**src/rtl/sc_regshift_pkg.sv**
```systemverilog
// Shared constants for the multi-cycle shift register: FSM encoding and shift directions.
package sc_regshift_pkg;

    localparam logic [1:0] IDLE  = 2'b00;
    localparam logic [1:0] SHIFT = 2'b01;
    localparam logic [1:0] DONE  = 2'b10;

    localparam logic DIR_LEFT  = 1'b0;
    localparam logic DIR_RIGHT = 1'b1;

endpackage

```
**src/rtl/sc_regshift_ctrl.sv**
```systemverilog
// Sequencer for sc_regshift: IDLE/SHIFT/DONE FSM plus the shift-amount down-counter.
module sc_regshift_ctrl
    import sc_regshift_pkg::*;
#(
    parameter int SHAMT_WIDTH = 5
) (
    input  logic                   clk,
    input  logic                   reset,
    input  logic                   start,
    input  logic                   load,
    input  logic [SHAMT_WIDTH-1:0] amount,
    output logic                   startAccept,
    output logic                   shiftEn,
    output logic                   busy,
    output logic                   done
);

    logic [1:0]             state;
    logic [1:0]             stateNext;
    logic [SHAMT_WIDTH-1:0] count;

    // Load takes priority over Start in IDLE.
    assign startAccept = (state == IDLE) && start && !load;

    always_ff @(posedge clk) begin
        if (reset) begin
            state <= IDLE;
            count <= '0;
        end else begin
            state <= stateNext;
            if (startAccept)
                count <= amount;
            else if (state == SHIFT)
                count <= count - 1'b1;
        end
    end

    always_comb begin
        stateNext = state;
        case (state)
            IDLE: begin
                if (startAccept)
                    stateNext = (amount != '0) ? SHIFT : DONE;
            end
            // count==1 marks the final shift, so the counter stops at 0 and never wraps.
            SHIFT: begin
                if (count == {{(SHAMT_WIDTH-1){1'b0}}, 1'b1})
                    stateNext = DONE;
            end
            DONE:    stateNext = IDLE;
            default: stateNext = IDLE;
        endcase
    end

    always_comb begin
        shiftEn = (state == SHIFT);
        busy    = (state != IDLE);
        done    = (state == DONE);
    end

endmodule

```
**src/rtl/sc_regshift.sv**
```systemverilog
// Multi-cycle shift register: loads a bus word, then shifts it one bit per clock
// left, logical right or arithmetic right under control of sc_regshift_ctrl.
module sc_regshift
    import sc_regshift_pkg::*;
#(
    parameter int                     DATAWIDTH_BUS      = 32,
    parameter logic [DATAWIDTH_BUS-1:0] DATA_REGSHIFT_INIT = '0,
    parameter int                     SHAMT_WIDTH        = 5
) (
    input  logic                     SC_RegSHIFT_CLOCK_50,
    input  logic                     SC_RegSHIFT_Reset_InHigh,
    input  logic [DATAWIDTH_BUS-1:0] SC_RegSHIFT_DataBUS_In,
    input  logic                     SC_RegSHIFT_Load_InHigh,
    input  logic                     SC_RegSHIFT_Start_InHigh,
    input  logic                     SC_RegSHIFT_Dir_In,
    input  logic                     SC_RegSHIFT_Arith_In,
    input  logic [SHAMT_WIDTH-1:0]   SC_RegSHIFT_Amount_In,
    output logic [DATAWIDTH_BUS-1:0] SC_RegSHIFT_DataBUS_Out,
    output logic                     SC_RegSHIFT_Busy_Out,
    output logic                     SC_RegSHIFT_Done_Out,
    output logic                     SC_RegSHIFT_Zero_Out
);

    logic [DATAWIDTH_BUS-1:0] dataReg;
    logic [DATAWIDTH_BUS-1:0] shiftedData;
    logic                     dirLatched;
    logic                     arithLatched;
    logic                     fillBit;
    logic                     startAccept;
    logic                     shiftEn;
    logic                     busy;

    sc_regshift_ctrl #(
        .SHAMT_WIDTH (SHAMT_WIDTH)
    ) u_ctrl (
        .clk         (SC_RegSHIFT_CLOCK_50),
        .reset       (SC_RegSHIFT_Reset_InHigh),
        .start       (SC_RegSHIFT_Start_InHigh),
        .load        (SC_RegSHIFT_Load_InHigh),
        .amount      (SC_RegSHIFT_Amount_In),
        .startAccept (startAccept),
        .shiftEn     (shiftEn),
        .busy        (busy),
        .done        (SC_RegSHIFT_Done_Out)
    );

    assign fillBit     = arithLatched & dataReg[DATAWIDTH_BUS-1];
    assign shiftedData = (dirLatched == DIR_LEFT)
                       ? {dataReg[DATAWIDTH_BUS-2:0], 1'b0}
                       : {fillBit, dataReg[DATAWIDTH_BUS-1:1]};

    always_ff @(posedge SC_RegSHIFT_CLOCK_50) begin
        if (SC_RegSHIFT_Reset_InHigh) begin
            dataReg      <= DATA_REGSHIFT_INIT;
            dirLatched   <= DIR_LEFT;
            arithLatched <= 1'b0;
        end else begin
            // Load is honoured only while idle; mid-operation strobes are dropped.
            if (SC_RegSHIFT_Load_InHigh && !busy)
                dataReg <= SC_RegSHIFT_DataBUS_In;
            else if (shiftEn)
                dataReg <= shiftedData;
            if (startAccept) begin
                dirLatched   <= SC_RegSHIFT_Dir_In;
                arithLatched <= SC_RegSHIFT_Arith_In;
            end
        end
    end

    assign SC_RegSHIFT_DataBUS_Out = dataReg;
    assign SC_RegSHIFT_Busy_Out    = busy;
    assign SC_RegSHIFT_Zero_Out    = (dataReg == '0);

endmodule
```
**config.mk**
```make
export PLATFORM = sky130hd
export DESIGN_NAME = sc_regshift
export DESIGN_NICKNAME = d
export VERILOG_FILES = /design/src/rtl/sc_regshift_pkg.sv /design/src/rtl/sc_regshift_ctrl.sv /design/src/rtl/sc_regshift.sv
export SDC_FILE = /design/constraint.sdc
export NUM_CORES = 1
export LEC_CHECK = 0
export ABC_AREA = 1
export ABC_CLOCK_PERIOD_IN_PS = 1500
export BUFFER_PORTS_ARGS = -buffer_cell sky130_fd_sc_hd__buf_4
export CAP_MARGIN = 20
export CELL_PAD_IN_SITES_DETAIL_PLACEMENT = 0
export CELL_PAD_IN_SITES_GLOBAL_PLACEMENT = 1
export CORE_UTILIZATION = 35
export CTS_CLUSTER_SIZE = 10
export DETAILED_ROUTE_END_ITERATION = 8
export PLACE_DENSITY = 0.91
export SKIP_LAST_GASP = 1
export SLEW_MARGIN = 15
export SYNTH_ARGS = -nofsm -noshare
export SYNTH_HDL_FRONTEND = slang
export SYNTH_SLANG_ARGS = --single-unit
```
**constraint.sdc**
```tcl
create_clock -name SC_RegSHIFT_CLOCK_50 -period 1.5 [get_ports SC_RegSHIFT_CLOCK_50]
set_input_delay 0.3 -clock SC_RegSHIFT_CLOCK_50 [delete_from_list [all_inputs] [get_ports SC_RegSHIFT_CLOCK_50]]
set_output_delay 0.3 -clock SC_RegSHIFT_CLOCK_50 [all_outputs]
set_load 0.02 [all_outputs]
```
==> flow_summary.json <==
{
  "status": "complete, but fails checks",
  "violations": "setup timing",
  "critPathKind": "register to output pin",
  "antenna_found_initial": 0,
  "grt_pass1_wl_um": 12000,
  "place_hpwl_um": 5220,
  "critPathRequiredTime_ns": 1.20,
  "finalCritPeriodShare_pct": 105,
  "die_height_um": 89.0,
  "grt_usage_pct": 19.4,
  "first_global_vias": 2803,
  "die_w_um": 89.0,
  "dr.pass1.iters": 4,
  "seq_area_frac_synth_pct": 31.0,
  "hold_path_depth": 3,
  "vias": 2963,
  "viasPerCell": 4.72,
  "finalMaxSlewViolations": 0,
  "clockBufferDepth": 2,
  "cts_root_buf": "clkbuf_8",
  "layoutNonFillerInstCount": 628,
  "cts_buffers": 5,
  "hold_violations": 0,
  "crit_fanout": 3,
  "syn-mean-instance-area_um2": 6.04,
  "multi_input_area_um2": 1420,
  "ys_warn_count": 0,
  "nets": 573,
  "place_inst": 605,
  "overflow": 0,
  "pre_cts_slack_ns": 0.168,
  "syn_area_um2": 2650,
  "io_pins": 78,
  "layout_setup_ws_ns": -0.0780,
  "drt_wl_total_um": 7450,
  "max_freq_mhz": 634,
  "skew_ns": 0.00615,
  "fillers": 782,
  "power_density_nw_per_um2": 982,
  "cts_tree": "done",
  "cts.sinks": 41,
  "vdd_ir_drop_max_uv": 479,
  "arrival_ns": 1.28,
  "synth_fp_nets": 484,
  "finalCriticalPeriod_ns": 1.58,
  "regArea_um2": 842,
  "first_iter_violations": 107,
  "rsz0062_at_grt": "true",
  "regToRegSetupSlack_ns": 0.15,
  "final_cell_mix": "141 x nand2_1, 99 x buf_4, 56 x inv_1",
  "num_rows": 31,
  "worst_pin_slew_ns": 0.361,
  "syn_to_final_growth_pct": 36.9,
  "final_common_cell": "nand2_1",
  "setup_viol": 1,
  "port_buffers": 77,
  "cts.clk_slew.worst_paths_ns": 0.08,
  "drc": 0,
  "drv_cap": 0,
  "dieArea_um2": 7920,
  "wire_per_inst_um": 11.9,
  "grt_max_degree": 44,
  "syn_inst": 439,
  "startpoint_type": "register",
  "initial_core_util_pct": 36.3,
  "clk-insertion-delay-late_ns": 0.29,
  "ys_ff_latch": 41,
  "drive_gt1_share_pct": 33.1,
  "core_area_um2": 7290,
  "hold_path_class": "input pin to register",
  "relSlewSlack_pct": 75.9,
  "final_antenna_net_count": 0,
  "endpoint_kind": "output pin",
  "gp_congestion": 0.782,
  "cts.htree.levels": 2,
  "p_leak_nw": 1.86,
  "reg2reg_depth": 8,
  "n_antenna_cell": 0,
  "yosysUniqueCellTypes": 22
}
metrics by stage:
| stage | util (%) | hold slack, ns | TNS, ns | power (mW) | area, µm² |
|---|---|---|---|---|---|
| 3_5_place_dp | 46.4 | 0.487 | 0 | 2.67 | 3390 |
| 5_1_grt | 49.7 | 0.298 | -0.216 | 3.82 | 3630 |
| 4_1_cts | 49.6 | 0.261 | -0.0953 | 3.59 | 3620 |
| 6_report | 49.7 | 0.267 | -0.0780 | 3.56 | 3630 |
| 2_1_floorplan | - | 0.455 | 0 | 2.19 | 2650 |
| 3_3_place_gp | 46.4 | 0.473 | 0 | 2.65 | 3390 |
cell families (layout without fill, tap and decap cells):
family	after synthesis	in the layout	synth area share, %
buffers and inverters	99	189	15.5
adder cells (fa/ha/maj)	2	2	0.944
flip-flops	41	41	31.0
AND/OR/NAND/NOR	222	222	35.4
AO/OA/AOI/OAI	75	75	17.2
sequential cells by signal (all words and copies together) (netlist names):
signal / count
SC_RegSHIFT_DataBUS_Out: 32
arithLatched: 1
dirLatched: 1
u_ctrl.count: 5
u_ctrl.state: 2
area by class of cell:
cell class	count	share of cell area (%)
multi-input combinational	299	39.2
timing repair buffer	105	23.6
sequential	41	23.2
inverter	76	7.86
tap	99	3.41
clock buffer	7	2.66
clock inverter	1	0.138
path summary, 6_finish.rpt:
kind                               startpoint                     endpoint
hold / removal           SC_RegSHIFT_Arith_In                 arithLatched
setup / recovery  SC_RegSHIFT_DataBUS_Out[25]         SC_RegSHIFT_Zero_Out
hold reg to reg                  arithLatched                 arithLatched
setup reg to reg              u_ctrl.state[0]  SC_RegSHIFT_DataBUS_Out[24]
worst max-delay path: stages (launching register included):
cell	delay [ns]
dfxtp_2	0.34
inv_2	0.07
nand4_1	0.11
nor2_1	0.12
nand2_1	0.09
nor2_2	0.13
buf_6	0.13
cells in the mapped netlist (all sizes together):
library cell  number  share of area (%)
nand2            144                 21
dfxtp             41                 31
a21oi             35                9.4
nand3             44                8.3
or2                2               0.47
o21ai             37                7.0
buf               19                4.2
clkbuf             4               0.57
inv               76                 11
nor2              24                3.7
nor3               1               0.19
nand4              7                1.7
a31oi              2               0.47
o211ai             1               0.28
ha                 2               0.94
where the power goes:
group	switching (mW)	internal (mW)
clock network	0.399	0.417
registers	0.110	1.23
logic	0.800	0.604
per-layer routing:
| layer | vias up | part of all wire, % | global-route usage (%) |
|---|---|---|---|
| li1 | 1544 | - | - |
| met1 | 1331 | 46 | 23.4 |
| met2 | 77 | 47 | 34.4 |
| met3 | 11 | 5.7 | 3.88 |
| met4 | 0 | 1.6 | 6.64 |
| met5 | - | 0 | 0 |
repair_timing:
item,4_1_cts,5_1_grt
gates cloned,0,0
pin swaps,3,2
setup endpoints to repair,1,1
resized for setup,32,3
buffers inserted,15,0
hold buffers,0,0
Note: power is estimated with default switching activity, not from simulation.
